**config.mk**
```make
export PLATFORM = sky130hd
export DESIGN_NAME = cam_emulator
export DESIGN_NICKNAME = d
export VERILOG_FILES = /design/src/rtl/cam_emulator.sv
export SDC_FILE = /design/constraint.sdc
export NUM_CORES = 1
export LEC_CHECK = 0
export CORE_ASPECT_RATIO = 0.75
export CORE_MARGIN = 2
export CORE_UTILIZATION = 31
export DETAILED_ROUTE_END_ITERATION = 12
export DONT_BUFFER_PORTS = 1
export GPL_TIMING_DRIVEN = 0
export PLACE_DENSITY = 0.45
export SLEW_MARGIN = 20
export SYNTH_ARGS = -nofsm -noshare
export SYNTH_HDL_FRONTEND = slang
export SYNTH_SLANG_ARGS = --single-unit
```
**constraint.sdc**
```tcl
create_clock -name clk -period 3.4 [get_ports clk]
set_input_delay 0.68 -clock clk [delete_from_list [all_inputs] [get_ports clk]]
set_output_delay 0.68 -clock clk [all_outputs]
set_load 0.01 [all_outputs]
```
**src/rtl/cam_emulator.sv**
```systemverilog
// OV7670-style camera source: pclk = clk/2 while busy, href/vsync framing and
// RGB444 test patterns sent as two bytes per pixel, all updated on pclk falls.
module cam_emulator #(
    parameter int H_PIX   = 160,
    parameter int V_LINES = 120,
    parameter int H_BLANK = 16,
    parameter int V_SYNC  = 3,
    parameter int V_BACK  = 2,
    parameter int V_FRONT = 2
) (
    input  logic        clk,
    input  logic        rst,
    input  logic        enable,
    input  logic [1:0]  pattern_sel,
    input  logic [11:0] solid_color,
    output logic        CAM_pclk,
    output logic        CAM_href,
    output logic        CAM_vsync,
    output logic [7:0]  CAM_px_data,
    output logic        frame_done,
    output logic        busy
);
    localparam int LINE_T = 2 * H_PIX + H_BLANK;
    localparam int BAR_W  = H_PIX / 8;
    localparam int CW_RAW = $clog2((V_SYNC + V_BACK + V_FRONT) * LINE_T + 1);
    localparam int CW     = (CW_RAW > 5) ? CW_RAW : 5;
    localparam int LW_RAW = $clog2(V_LINES + 1);
    localparam int LW     = (LW_RAW > 4) ? LW_RAW : 4;
    localparam int BW     = $clog2(BAR_W + 1);

    localparam logic [2:0] S_IDLE   = 3'd0;
    localparam logic [2:0] S_VSYNC  = 3'd1;
    localparam logic [2:0] S_VBACK  = 3'd2;
    localparam logic [2:0] S_ACTIVE = 3'd3;
    localparam logic [2:0] S_HBLANK = 3'd4;
    localparam logic [2:0] S_VFRONT = 3'd5;

    localparam logic [CW-1:0] VS_LAST   = CW'(V_SYNC * LINE_T - 1);
    localparam logic [CW-1:0] VB_LAST   = CW'(V_BACK * LINE_T - 1);
    localparam logic [CW-1:0] VF_LAST   = CW'(V_FRONT * LINE_T - 1);
    localparam logic [CW-1:0] ACT_LAST  = CW'(2 * H_PIX - 1);
    localparam logic [CW-1:0] HB_LAST   = CW'(H_BLANK - 1);
    localparam logic [LW-1:0] LINE_LAST = LW'(V_LINES - 1);
    localparam logic [BW-1:0] BAR_LAST  = BW'(BAR_W - 1);

    logic [2:0]    state_q, state_d;
    logic [CW-1:0] cnt_q, cnt_d;
    logic [LW-1:0] line_q, line_d;
    logic [2:0]    bar_idx_q, bar_idx_d;
    logic [BW-1:0] bar_cnt_q, bar_cnt_d;
    logic [11:0]   pix_q, pix_d;
    logic [1:0]    pat_q, pat_d;
    logic [11:0]   solid_q, solid_d;
    logic          pclk_q, pclk_d;
    logic          busy_q, busy_d;
    logic          href_q, href_d;
    logic          vsync_q, vsync_d;
    logic [7:0]    data_q, data_d;
    logic          done_q, done_d;
    logic          tick, start;
    logic [11:0]   rgb;

    always_comb begin
        // NOTE: every _d gets a default up front so no path infers a latch.
        state_d   = state_q;
        cnt_d     = cnt_q;
        line_d    = line_q;
        bar_idx_d = bar_idx_q;
        bar_cnt_d = bar_cnt_q;
        pix_d     = pix_q;
        pat_d     = pat_q;
        solid_d   = solid_q;
        busy_d    = busy_q;
        href_d    = href_q;
        vsync_d   = vsync_q;
        data_d    = data_q;
        done_d    = 1'b0;
        pclk_d    = busy_q ? ~pclk_q : 1'b0;
        tick      = busy_q & pclk_q;
        start     = 1'b0;
        rgb       = 12'h000;

        if (state_q == S_IDLE) begin
            start = enable;
        end else if (tick) begin
            cnt_d = cnt_q + 1'b1;
            case (state_q)
                S_VSYNC: if (cnt_q == VS_LAST) begin state_d = S_VBACK; cnt_d = '0; end
                S_VBACK: if (cnt_q == VB_LAST) begin state_d = S_ACTIVE; cnt_d = '0; end
                S_ACTIVE: if (cnt_q == ACT_LAST) begin state_d = S_HBLANK; cnt_d = '0; end
                S_HBLANK: if (cnt_q == HB_LAST) begin
                    cnt_d = '0;
                    if (line_q == LINE_LAST) begin
                        state_d = S_VFRONT;
                    end else begin
                        line_d  = line_q + 1'b1;
                        state_d = S_ACTIVE;
                    end
                end
                S_VFRONT: if (cnt_q == VF_LAST) begin
                    done_d = 1'b1;
                    cnt_d  = '0;
                    if (enable) begin
                        start = 1'b1;
                    end else begin
                        state_d = S_IDLE;
                        busy_d  = 1'b0;
                    end
                end
                default: begin state_d = S_IDLE; busy_d = 1'b0; end
            endcase
        end

        // Frame boundary: inputs are captured here and nowhere else.
        if (start) begin
            state_d   = S_VSYNC;
            busy_d    = 1'b1;
            pat_d     = pattern_sel;
            solid_d   = solid_color;
            cnt_d     = '0;
            line_d    = '0;
            pix_d     = '0;
            bar_idx_d = '0;
            bar_cnt_d = '0;
        end

        case (pat_q)
            2'd0: begin
                case (bar_idx_q)
                    3'd0: rgb = 12'hFFF;
                    3'd1: rgb = 12'hFF0;
                    3'd2: rgb = 12'h0FF;
                    3'd3: rgb = 12'h0F0;
                    3'd4: rgb = 12'hF0F;
                    3'd5: rgb = 12'hF00;
                    3'd6: rgb = 12'h00F;
                    default: rgb = 12'h000;
                endcase
            end
            2'd1: rgb = pix_q;
            2'd2: rgb = solid_q;
            default: rgb = (cnt_d[4] ^ line_d[3]) ? 12'hFFF : 12'h000;
        endcase

        // Outputs are registered from the next position so they change with the tick.
        if (tick || start) begin
            href_d  = (state_d == S_ACTIVE);
            vsync_d = (state_d == S_VSYNC);
            data_d  = 8'h00;
            if (state_d == S_ACTIVE) begin
                data_d = cnt_d[0] ? rgb[7:0] : {4'h0, rgb[11:8]};
                // Pixel trackers step after the second byte of each pixel.
                if (cnt_d[0]) begin
                    pix_d = pix_q + 12'd1;
                    if (bar_cnt_q == BAR_LAST) begin
                        bar_cnt_d = '0;
                        bar_idx_d = bar_idx_q + 3'd1;
                    end else begin
                        bar_cnt_d = bar_cnt_q + 1'b1;
                    end
                end
            end
        end
    end

    // NOTE: state uses non-blocking assignments so every register samples pre-edge values.
    always_ff @(posedge clk or negedge rst) begin
        if (!rst) begin
            state_q   <= S_IDLE;
            cnt_q     <= '0;
            line_q    <= '0;
            bar_idx_q <= '0;
            bar_cnt_q <= '0;
            pix_q     <= '0;
            pat_q     <= '0;
            solid_q   <= '0;
            pclk_q    <= 1'b0;
            busy_q    <= 1'b0;
            href_q    <= 1'b0;
            vsync_q   <= 1'b0;
            data_q    <= '0;
            done_q    <= 1'b0;
        end else begin
            state_q   <= state_d;
            cnt_q     <= cnt_d;
            line_q    <= line_d;
            bar_idx_q <= bar_idx_d;
            bar_cnt_q <= bar_cnt_d;
            pix_q     <= pix_d;
            pat_q     <= pat_d;
            solid_q   <= solid_d;
            pclk_q    <= pclk_d;
            busy_q    <= busy_d;
            href_q    <= href_d;
            vsync_q   <= vsync_d;
            data_q    <= data_d;
            done_q    <= done_d;
        end
    end

    assign CAM_pclk    = pclk_q;
    assign CAM_href    = href_q;
    assign CAM_vsync   = vsync_q;
    assign CAM_px_data = data_q;
    assign frame_done  = done_q;
    assign busy        = busy_q;
endmodule
```
==> impl_metrics.ini <==
[yosys]
ys_seq_area_share_pct = 41.7
synth_seq_cells = 69
synth_async_sr_flop_share_pct = 100
synth.distinct_cells = 70
synth_ff_type = dfrtp_1
synth_cells = 468
synth.avg_cell_area_sq_um = 8.84
ys_warn_count = 0
syn-num-nets = 494
syn_area_sq_um = 4140
synth_edf_count = 0

[grt]
antenna_found_initial = 0
grt.overflow.total = 0
grt_pass1_wl_mm = 19.0
grt_max_degree = 70
grt_pass1_vias = 3511
grt_usage_pct = 17.3

[routing]
routed_wl_mm = 11.6
drc = 0
post_drt_wl_per_cell_um = 17.7
route.antenna.remaining_nets = 0
vias = 3600
drt_first_pass_iters = 5
drt_iter0_markers = 195
vias_per_cell = 5.50

[floorplan]
die_width_um = 137
die_area_sq_um = 14300
row_count = 36
start_util_pct = 31.8
coreArea_sq_um = 13000
io_pins = 30
die_h_um = 104

[clock_tree]
cts_hold_buffers = 0
insertion_delay_ps = 330
cts_setup_buffers = 0
cts.repair.resized = 0
cts_max_level = 3
clkSinkCount = 69
cts_tree = built
cts_buffers = 9
cts_buffer_depth = 2
root_buffer = clkbuf_16
path_clk_slew_ps = 60

[worst_setup_path]
r2r_slack_ps = 330
max_stage_delay_ps = 790
worstPathCellList = buf_2 > nor3_1 > nor2_1 > o311ai_0 > o221ai_1 > a32o_1
critPathLaunchType = flip-flop
critPathCaptureType = flip-flop
cp.required_ps = 3620
r2r-start = state_q[2]
critPathKind = flip-flop to flip-flop
startpoint = state_q[2]
cp_max_fo = 10
reg2reg_to = CAM_px_data[1]
worstRegToRegCells = 6
critPathSlowestCell = o311ai_0
critical_path_arrival_ps = 3300

[sta]
fin_crit_ps = 3070
setup_violations = 0
rsz0062_at_grt = no
max_freq_mhz = 325
max_slew_margin_pct = 40.9
clock_skew_ps = 8.33
worst_slack_ps = 325
worst_slew_pin_slew_ps = 880
drv_slew = 0
period_share_pct = 90.4
hold_viol = 0
setup-tns-final_ps = 0

[place]
dp_cells = 639
hpwlAfterDp_mm = 8.38
post-place-ws_ps = 266
place.gp.congestion = 0.831
portBuffers = 0
placed_cell_area_sq_um = 4350

[hold_path]
hold_class = primary input to asynchronous set/reset pin

[pwr]
powerDensity_nw_per_um2 = 401
p_total_mw = 1.88
peakVddDrop_mv = 0.220
power_leakage_nw = 1.92

[finish]
layout_common_cells = 93 x nand2_1, 69 x dfrtp_1, 41 x o21ai_0
fin_nets = 505
final_common_cell = nand2_1
drive_gt1_share_pct = 9.30
final_cell_area_sq_um = 4690
area_growth_pct = 13.3
fin_cells = 655
diodes = 0

[status]
status = complete, no violations

[run]
drv_cap = 0
-- critical path, delay by kind of cell (launching register included) --
| kind | cells | cell delay (ps) |
|---|---|---|
| AO/OA/AOI/OAI | 3 | 1340 |
| AND/OR/NAND/NOR | 2 | 1070 |
| flip-flops | 1 | 380 |
| buffers and inverters | 1 | 180 |
-- sequential cells by signal, indices dropped and copies added (netlist names) --
signal / cells
CAM_href: 1
state_q: 3
CAM_px_data: 8
solid_q: 12
frame_done: 1
bar_idx_q: 3
pix_q: 12
bar_cnt_q: 5
CAM_vsync: 1
line_q: 7
cnt_q: 12
CAM_pclk: 1
busy: 1
pat_q: 2
-- cell type report --
type | instances | area [sq um]
Inverter | 9 | 33.8
Sequential cell | 69 | 1730
Fill cell | 1328 | 8330
Multi-Input combinational cell | 367 | 2270
Clock inverter | 5 | 81.3
Clock buffer | 11 | 253
Buffer | 23 | 110
Tap cell | 171 | 214
-- cells by family after synthesis --
family                   after synthesis  share of synthesized area [%]
AND/OR/NAND/NOR                      214                           26.5
AO/OA/AOI/OAI                        134                           23.2
flip-flops                            69                           41.7
buffers and inverters                 32                           3.48
adder cells (fa/ha/maj)                9                           2.72
multiplexers                           7                           1.72
XOR/XNOR                               3                          0.635
-- worst max-delay path by stage --
stage / endpoint / slack, ps / cells past startpoint
final: CAM_px_data[1] / 330 / 6
after global routing: solid_q[10] / 120 / 9
after CTS: CAM_px_data[6] / 240 / 8
after detailed placement: CAM_px_data[0] / 270 / 8
after global placement: CAM_px_data[7] / 270 / 8
after floorplan: pix_q[10] / 990 / 9
-- Yosys cell counts (all sizes together) (2+ instances only) --
cell | number | area (sq um)
nand3 | 21 | 105
o311ai | 6 | 52.6
a21oi | 20 | 104
or4 | 2 | 15.0
nor4b | 2 | 38.8
a22o | 2 | 17.5
nand2 | 94 | 355
o221ai | 3 | 26.3
o31ai | 6 | 45.0
and2 | 5 | 31.3
inv | 9 | 33.8
ha | 9 | 113
nand4b | 4 | 35.0
o21a | 4 | 30.0
mux2i | 6 | 60.1
o21ai | 44 | 220
dfrtp | 69 | 1730
nor2 | 31 | 116
a32o | 8 | 80.1
and4 | 3 | 28.8
o211ai | 4 | 48.8
nor2b | 7 | 43.8
nand4 | 5 | 31.3
o41ai | 4 | 35.0
clkbuf | 12 | 45.0
a21o | 4 | 30.0
nor3b | 4 | 30.0
a22oi | 6 | 45.0
nor4 | 4 | 46.3
xor2 | 2 | 17.5
and3 | 6 | 37.5
or3 | 9 | 61.3
a31oi | 5 | 46.3
nand2b | 4 | 25.0
buf | 11 | 65.1
a211oi | 4 | 35.0
o2bb2ai | 5 | 43.8
and4b | 2 | 20.0
nor3 | 8 | 45.0
-- layer usage --
layer	share of wire [%]	vias to the layer above	track usage, %
met5	0	-	0
met4	1.4	0	4.93
met3	6.4	11	5.46
met2	42	91	24.5
met1	50	1750	25.1
li1	-	1748	-
-- through the flow --
step	utilization, %	hold WS, ps
5_1_grt	36.0	23.5
3_5_place_dp	33.4	391
3_3_place_gp	33.4	391
2_1_floorplan	-	384
6_report	36.0	47.0
4_1_cts	36.0	31.6
-- power by group --
group / internal, mW / total, mW / switching [mW]
logic: 0.000453 / 0.000454 / 0
clock network: 0.684 / 1.06 / 0.374
registers: 0.821 / 0.821 / 0
total: 1.51 / 1.88 / 0.374
Power figures use the tool's default switching activity.
